==> config.mk <==
export PLATFORM = sky130hd
export DESIGN_NAME = program_loader
export DESIGN_NICKNAME = d
export VERILOG_FILES = /design/src/rtl/program_loader_pkg.sv /design/src/rtl/program_loader_byte_packer.sv /design/src/rtl/program_loader.sv
export SDC_FILE = /design/constraint.sdc
export NUM_CORES = 1
export LEC_CHECK = 0
export ABC_AREA = 0
export BUFFER_PORTS_ARGS = -buffer_cell sky130_fd_sc_hd__buf_2
export CAP_MARGIN = 20
export CORE_MARGIN = 3
export CORE_UTILIZATION = 60
export DETAILED_ROUTE_END_ITERATION = 8
export HOLD_SLACK_MARGIN = 0.15
export MAX_ROUTING_LAYER = met4
export PLACE_DENSITY_LB_ADDON = 0.05
export SYNTH_ARGS = -nofsm -noshare
export SYNTH_HDL_FRONTEND = slang
export SYNTH_SLANG_ARGS = --single-unit
export TNS_END_PERCENT = 30
==> constraint.sdc <==
create_clock -name clk -period 2.83 [get_ports clk]
set_clock_uncertainty 0.2 [all_clocks]
set_input_delay 0.4245 -clock clk [delete_from_list [all_inputs] [get_ports clk]]
set_output_delay 0.4245 -clock clk [all_outputs]
set_load 0.02 [all_outputs]
==> src/rtl/program_loader_pkg.sv <==
// Shared defaults, HALT opcode and FSM state encodings for the boot-time program loader.
package program_loader_pkg;

    localparam int LEN_ADDR  = 7;
    localparam int LEN_DATA  = 32;
    localparam int RAM_DEPTH = 128;

    localparam logic [5:0] HALT_OPCODE = 6'b111111;

    typedef enum logic [2:0] {
        ST_IDLE   = 3'd0,
        ST_RECV   = 3'd1,
        ST_SETUP  = 3'd2,
        ST_STROBE = 3'd3,
        ST_DONE   = 3'd4,
        ST_CKSUM  = 3'd5
    } state_t;

endpackage

==> src/rtl/program_loader_byte_packer.sv <==
// Packs bytes MSB-first into a len_data word; word/word_valid present the completed word in the
// same cycle as its last byte so the loader can latch it without an extra stage.
module byte_packer #(
    parameter int len_data = 32
) (
    input  logic                clk,
    input  logic                reset,
    input  logic                clear,
    input  logic                byte_valid,
    input  logic [7:0]          byte_in,
    output logic                word_valid,
    output logic [len_data-1:0] word
);

    localparam int NUM_BYTES = len_data / 8;
    localparam int CNT_W     = (NUM_BYTES > 1) ? $clog2(NUM_BYTES) : 1;
    localparam logic [CNT_W-1:0] LAST_BYTE = CNT_W'(NUM_BYTES - 1);

    logic [len_data-9:0] shift_reg;
    logic [CNT_W-1:0]    count_reg;

    // Lane 0 is the incoming byte; older bytes sit above it in the shift register.
    genvar gi;
    generate
        for (gi = 0; gi < NUM_BYTES; gi++) begin : g_lane
            if (gi == 0) begin : g_new
                assign word[7:0] = byte_in;
            end else begin : g_old
                assign word[gi*8 +: 8] = shift_reg[(gi-1)*8 +: 8];
            end
        end
    endgenerate

    assign word_valid = byte_valid && (count_reg == LAST_BYTE);

    always_ff @(posedge clk) begin
        if (reset || clear) begin
            shift_reg <= '0;
            count_reg <= '0;
        end else if (byte_valid) begin
            shift_reg <= word[len_data-9:0];
            count_reg <= word_valid ? '0 : count_reg + CNT_W'(1);
        end
    end

endmodule

==> src/rtl/program_loader.sv <==
// Boot loader: packs UART bytes into words and writes them to instruction memory until HALT or full.
// Optional LOADER_CHECKSUM_EN adds a trailing XOR checksum byte check (state CKSUM, port cksum_err).
module program_loader
    import program_loader_pkg::*;
#(
    parameter int len_addr  = LEN_ADDR,
    parameter int len_data  = LEN_DATA,
    parameter int ram_depth = RAM_DEPTH
) (
    input  logic                clk,
    input  logic                reset,
    input  logic                load_req,
    input  logic                rx_done,
    input  logic [7:0]          rx_data,
    output logic                mem_wr,
    output logic [len_addr-1:0] mem_addr,
    output logic [len_data-1:0] mem_data,
    output logic [len_addr:0]   prog_len,
    output logic                load_busy,
    output logic                load_done,
    output logic                overflow,
`ifdef LOADER_CHECKSUM_EN
    output logic                cksum_err,
`endif
    output logic                cpu_run
);

    localparam int PL_W = len_addr + 1;
    localparam logic [len_addr-1:0] LAST_ADDR = len_addr'(ram_depth - 1);

`ifdef LOADER_CHECKSUM_EN
    localparam state_t HALT_NEXT = ST_CKSUM;
`else
    localparam state_t HALT_NEXT = ST_DONE;
`endif

    state_t              state_reg, state_next;
    logic [len_addr-1:0] mem_addr_reg;
    logic [len_addr-1:0] wr_addr_reg;
    logic [len_data-1:0] mem_data_reg;
    logic [PL_W-1:0]     prog_len_reg;
    logic                overflow_reg;
    logic                pend_valid_reg;
    logic [7:0]          pend_byte_reg;

    logic                start;
    logic                src_valid;
    logic [7:0]          src_byte;
    logic                byte_take;
    logic                word_valid;
    logic [len_data-1:0] packed_word;
    logic                is_halt;
    logic                at_last;
    logic                cksum_bad;

    assign start     = load_req && (state_reg == ST_IDLE || state_reg == ST_DONE);
    // A pending byte is always older than a byte arriving this cycle, so it goes first.
    assign src_valid = pend_valid_reg || rx_done;
    assign src_byte  = pend_valid_reg ? pend_byte_reg : rx_data;
    assign byte_take = (state_reg == ST_RECV) && src_valid;
    assign is_halt   = (mem_data_reg[len_data-1 -: 6] == HALT_OPCODE);
    assign at_last   = (mem_addr_reg == LAST_ADDR);

    byte_packer #(
        .len_data (len_data)
    ) u_packer (
        .clk        (clk),
        .reset      (reset),
        .clear      (start),
        .byte_valid (byte_take),
        .byte_in    (src_byte),
        .word_valid (word_valid),
        .word       (packed_word)
    );

    always_ff @(posedge clk) begin
        if (reset) begin
            state_reg      <= ST_IDLE;
            mem_addr_reg   <= '0;
            wr_addr_reg    <= '0;
            mem_data_reg   <= '0;
            prog_len_reg   <= '0;
            overflow_reg   <= 1'b0;
            pend_valid_reg <= 1'b0;
            pend_byte_reg  <= '0;
        end else begin
            state_reg <= state_next;
            if (start) begin
                mem_addr_reg <= '0;
                wr_addr_reg  <= '0;
                prog_len_reg <= '0;
                overflow_reg <= 1'b0;
            end
            // Address is committed with the word so it stays put through SETUP, STROBE and after.
            if (word_valid) begin
                mem_data_reg <= packed_word;
                mem_addr_reg <= wr_addr_reg;
            end
            if (state_reg == ST_STROBE) begin
                prog_len_reg <= prog_len_reg + PL_W'(1);
                if (!is_halt) begin
                    if (at_last) begin
                        overflow_reg <= 1'b1;
                    end else begin
                        wr_addr_reg <= wr_addr_reg + len_addr'(1);
                    end
                end
            end
            case (state_reg)
                ST_RECV, ST_CKSUM: begin
                    if (pend_valid_reg) begin
                        pend_valid_reg <= rx_done && (state_reg == ST_RECV);
                        pend_byte_reg  <= rx_data;
                    end
                end
                ST_SETUP, ST_STROBE: begin
                    if (rx_done && !pend_valid_reg) begin
                        pend_valid_reg <= 1'b1;
                        pend_byte_reg  <= rx_data;
                    end
                end
                default: begin
                    if (start) begin
                        pend_valid_reg <= 1'b0;
                    end
                end
            endcase
        end
    end

`ifdef LOADER_CHECKSUM_EN
    logic [7:0] cksum_reg;
    logic       cksum_err_reg;

    always_ff @(posedge clk) begin
        if (reset || start) begin
            cksum_reg     <= '0;
            cksum_err_reg <= 1'b0;
        end else if (byte_take) begin
            cksum_reg <= cksum_reg ^ src_byte;
        end else if (state_reg == ST_CKSUM && src_valid) begin
            cksum_err_reg <= (src_byte != cksum_reg);
        end
    end

    assign cksum_err = cksum_err_reg;
    assign cksum_bad = cksum_err_reg;
`else
    assign cksum_bad = 1'b0;
`endif

    always_comb begin
        state_next = state_reg;
        mem_wr     = 1'b0;
        load_busy  = 1'b0;
        load_done  = 1'b0;
        case (state_reg)
            ST_IDLE, ST_DONE: begin
                load_done = (state_reg == ST_DONE);
                if (load_req) state_next = ST_RECV;
            end
            ST_RECV: begin
                load_busy = 1'b1;
                if (word_valid) state_next = ST_SETUP;
            end
            ST_SETUP: begin
                load_busy  = 1'b1;
                state_next = ST_STROBE;
            end
            ST_STROBE: begin
                load_busy = 1'b1;
                mem_wr    = 1'b1;
                if (is_halt)      state_next = HALT_NEXT;
                else if (at_last) state_next = ST_DONE;
                else              state_next = ST_RECV;
            end
            ST_CKSUM: begin
                if (src_valid) state_next = ST_DONE;
            end
            default: state_next = ST_IDLE;
        endcase
    end

    assign mem_addr = mem_addr_reg;
    assign mem_data = mem_data_reg;
    assign prog_len = prog_len_reg;
    assign overflow = overflow_reg;
    assign cpu_run  = load_done && !overflow_reg && !cksum_bad;

endmodule

==> flow_summary.ini <==
[status]
outcome = finished clean

[worst_setup_path]
path_buf_inv = 1
cp_slowest_cell = dfxtp_1
max_stage_delay_ps = 660
startpoint = state_reg[1]
path_cells = nor2_1 > and2_1 > nor2b_1 > buf_2
crit_path_end_kind = primary output
reg2reg_from = state_reg[0]
startpoint_type = flop
path_delay_family = flip-flops
critPathRequiredTime_ps = 2210
worstPathArrival_ps = 1590
path_max_fanout = 14
path_class = flop to primary output

[synth]
synthFlopType = dfxtp_1
synth_edf_count = 0
ys_ff_latch = 93
netlist.area_leader.share = 0.495
syn_area_mm2 = 0.00376
synth_area_leader_cell = dfxtp_1
yosysWarnings = 0
async_reset_ff_frac = 0
synth_nets = 458
syn_inst = 443
ys_types = 45
syn_avg_cell_area_um2 = 8.50
yosysSeqAreaShare = 0.495
ys_top_cells_by_area = dfxtp_1, nand2_1, a21oi_1

[global_route]
grt_antenna_before_repair = 0
grt_pass1_wl_um = 13800
grt_use_total = 0.241
grt_overflow_total = 0
grt_pass1_vias = 3028
grt_max_degree = 45

[timing]
relSlewSlack = 0.477
hold_violations = 0
min_period_ps = 2220
fin_setup_tns_ps = 0
worstMarginPinSlew_ps = 784
whs_ps = 224
maxSlewViolCount = 0
finalCritPeriodShare = 0.783
max_freq_mhz = 451
finalSetupViolCount = 0
rsz0062_at_grt = false

[cells_and_area]
layout_commonest_cell = nand2_1
n_antenna_cell = 0
largest_reg_flops = 32
drive_gt1_frac = 0.191
layout_common_cells = nand2_1, dfxtp_1, buf_2
layout.nets = 517
syn_to_final_growth_pct = 15.9

[routing]
postRouteAntennaNets = 0
drt-pass1-iter-count = 4
post_drt_wl_per_cell_um = 13.9
drt_iter0_markers = 152
vias = 3246
viasPerCell = 5.58
wirelength_um = 8070
drc = 0

[placement]
port_buffers = 63
dp_hpwl_um = 5350
routabilityCongestion = 0.860

[clock_network]
cts_root_buf = clkbuf_8
path_clk_slew_ps = 90
cts_tree = built
clock_latency_ps = 370
cts_setup_buffers = 0
ctsHoldBuffers = 8
post_cts_resized = 0
clockBufferDepth = 2
cts_max_level = 3
cts_buffers = 9
clock_sinks = 93

[power]
p_per_area_mw_per_mm2 = 540
leakagePower_nw = 1.63
irDropWorstVdd_uv = 384

[worst_hold_path]
min_from = load_req
min_path_type = primary input to flop

[floorplanning]
die_w_um = 85.2
die_h_um = 85.2
fp.dieArea_mm2 = 0.00726
io_pins = 64
num_rows = 28
initial_utilization = 0.628
core_area_mm2 = 0.00599

[run]
maxCapViolCount = 0
-- worst min-delay path, delay by kind of cell --
family,cells,cell delay [ps]
AOI/OAI and AO/OA,1,60
buffers and inverters,1,120
and+or+nand+nor,2,130
-- through the flow --
| step | cell area, um^2 | setup WS (ps) | instances | total power [W] | util |
|---|---|---|---|---|---|
| after floorplan | 3760 | 948 | 443 | 0.00142 | - |
| after global placement | 4060 | 829 | 558 | 0.00144 | 0.678 |
| after detailed placement | 4060 | 741 | 558 | 0.00144 | 0.678 |
| after CTS | 4360 | 603 | 582 | 0.00237 | 0.728 |
| after global routing | 4360 | 505 | 582 | 0.00244 | 0.728 |
| final | 4360 | 615 | 582 | 0.00235 | 0.728 |
-- synth_stat cells (2+ instances only) --
library cell and count:
nand3b_1 3, mux2i_1 16, o311ai_0 2, nor2b_1 3, buf_1 3, nand2b_1 3, a22oi_1 2, nor3b_1 2
clkbuf_1 9, or3_1 2, or2_2 2, nand2_1 103, buf_6 3, a311oi_1 2, o211ai_1 8, or2b_1 2
dfxtp_1 93, o21a_1 2, buf_2 12, nor2_1 44, o21ai_0 5, nand3_1 15, a211oi_1 17, and3_1 2
or4_1 3, and2_1 2, ha_1 3, o31ai_1 2, a21oi_1 58, buf_4 3, nand4_1 3
-- final timing paths --
kind                  endpoint  slack (ps)  cells past startpoint
setup / recovery       cpu_run         610                      4
hold / removal    state_reg[2]         220                      4
setup reg to reg  mem_data[11]         740                      5
hold reg to reg   mem_data[23]         250                      2
-- layout make-up --
class                      instances  area, um^2
fill                             520        1630
clock buffer                      10         138
sequential                        93        1860
tap                               75        93.8
multi-input combinational        319        1730
inverter                           1        8.76
timing repair buffer              78         448
clock inverter                     6        80.1
-- where the power goes --
part	internal [W]	switching [W]	leakage, nW
Clock	0.000447	0.000488	0.106
Combinational	0.0000321	0.0000629	0.774
Sequential	0.00132	0.00000879	0.750
Total	0.00179	0.000560	1.63
-- logic make-up after synthesis --
group | after synthesis | synth area share
and+or+nand+nor | 195 | 0.231
muxes | 17 | 0.0455
buffers and inverters | 31 | 0.0452
AOI/OAI and AO/OA | 104 | 0.174
adders and majority gates | 3 | 0.00997
DFF | 93 | 0.495
-- layer usage --
| metal | track usage | share of wire | up-vias |
|---|---|---|---|
| li1 | - | - | 1650 |
| met1 | 0.317 | 0.46 | 1501 |
| met2 | 0.366 | 0.46 | 84 |
| met3 | 0.0359 | 0.055 | 11 |
| met4 | 0.114 | 0.018 | 0 |
| met5 | - | 0 | - |
Note: power is estimated with default switching activity, not from simulation.
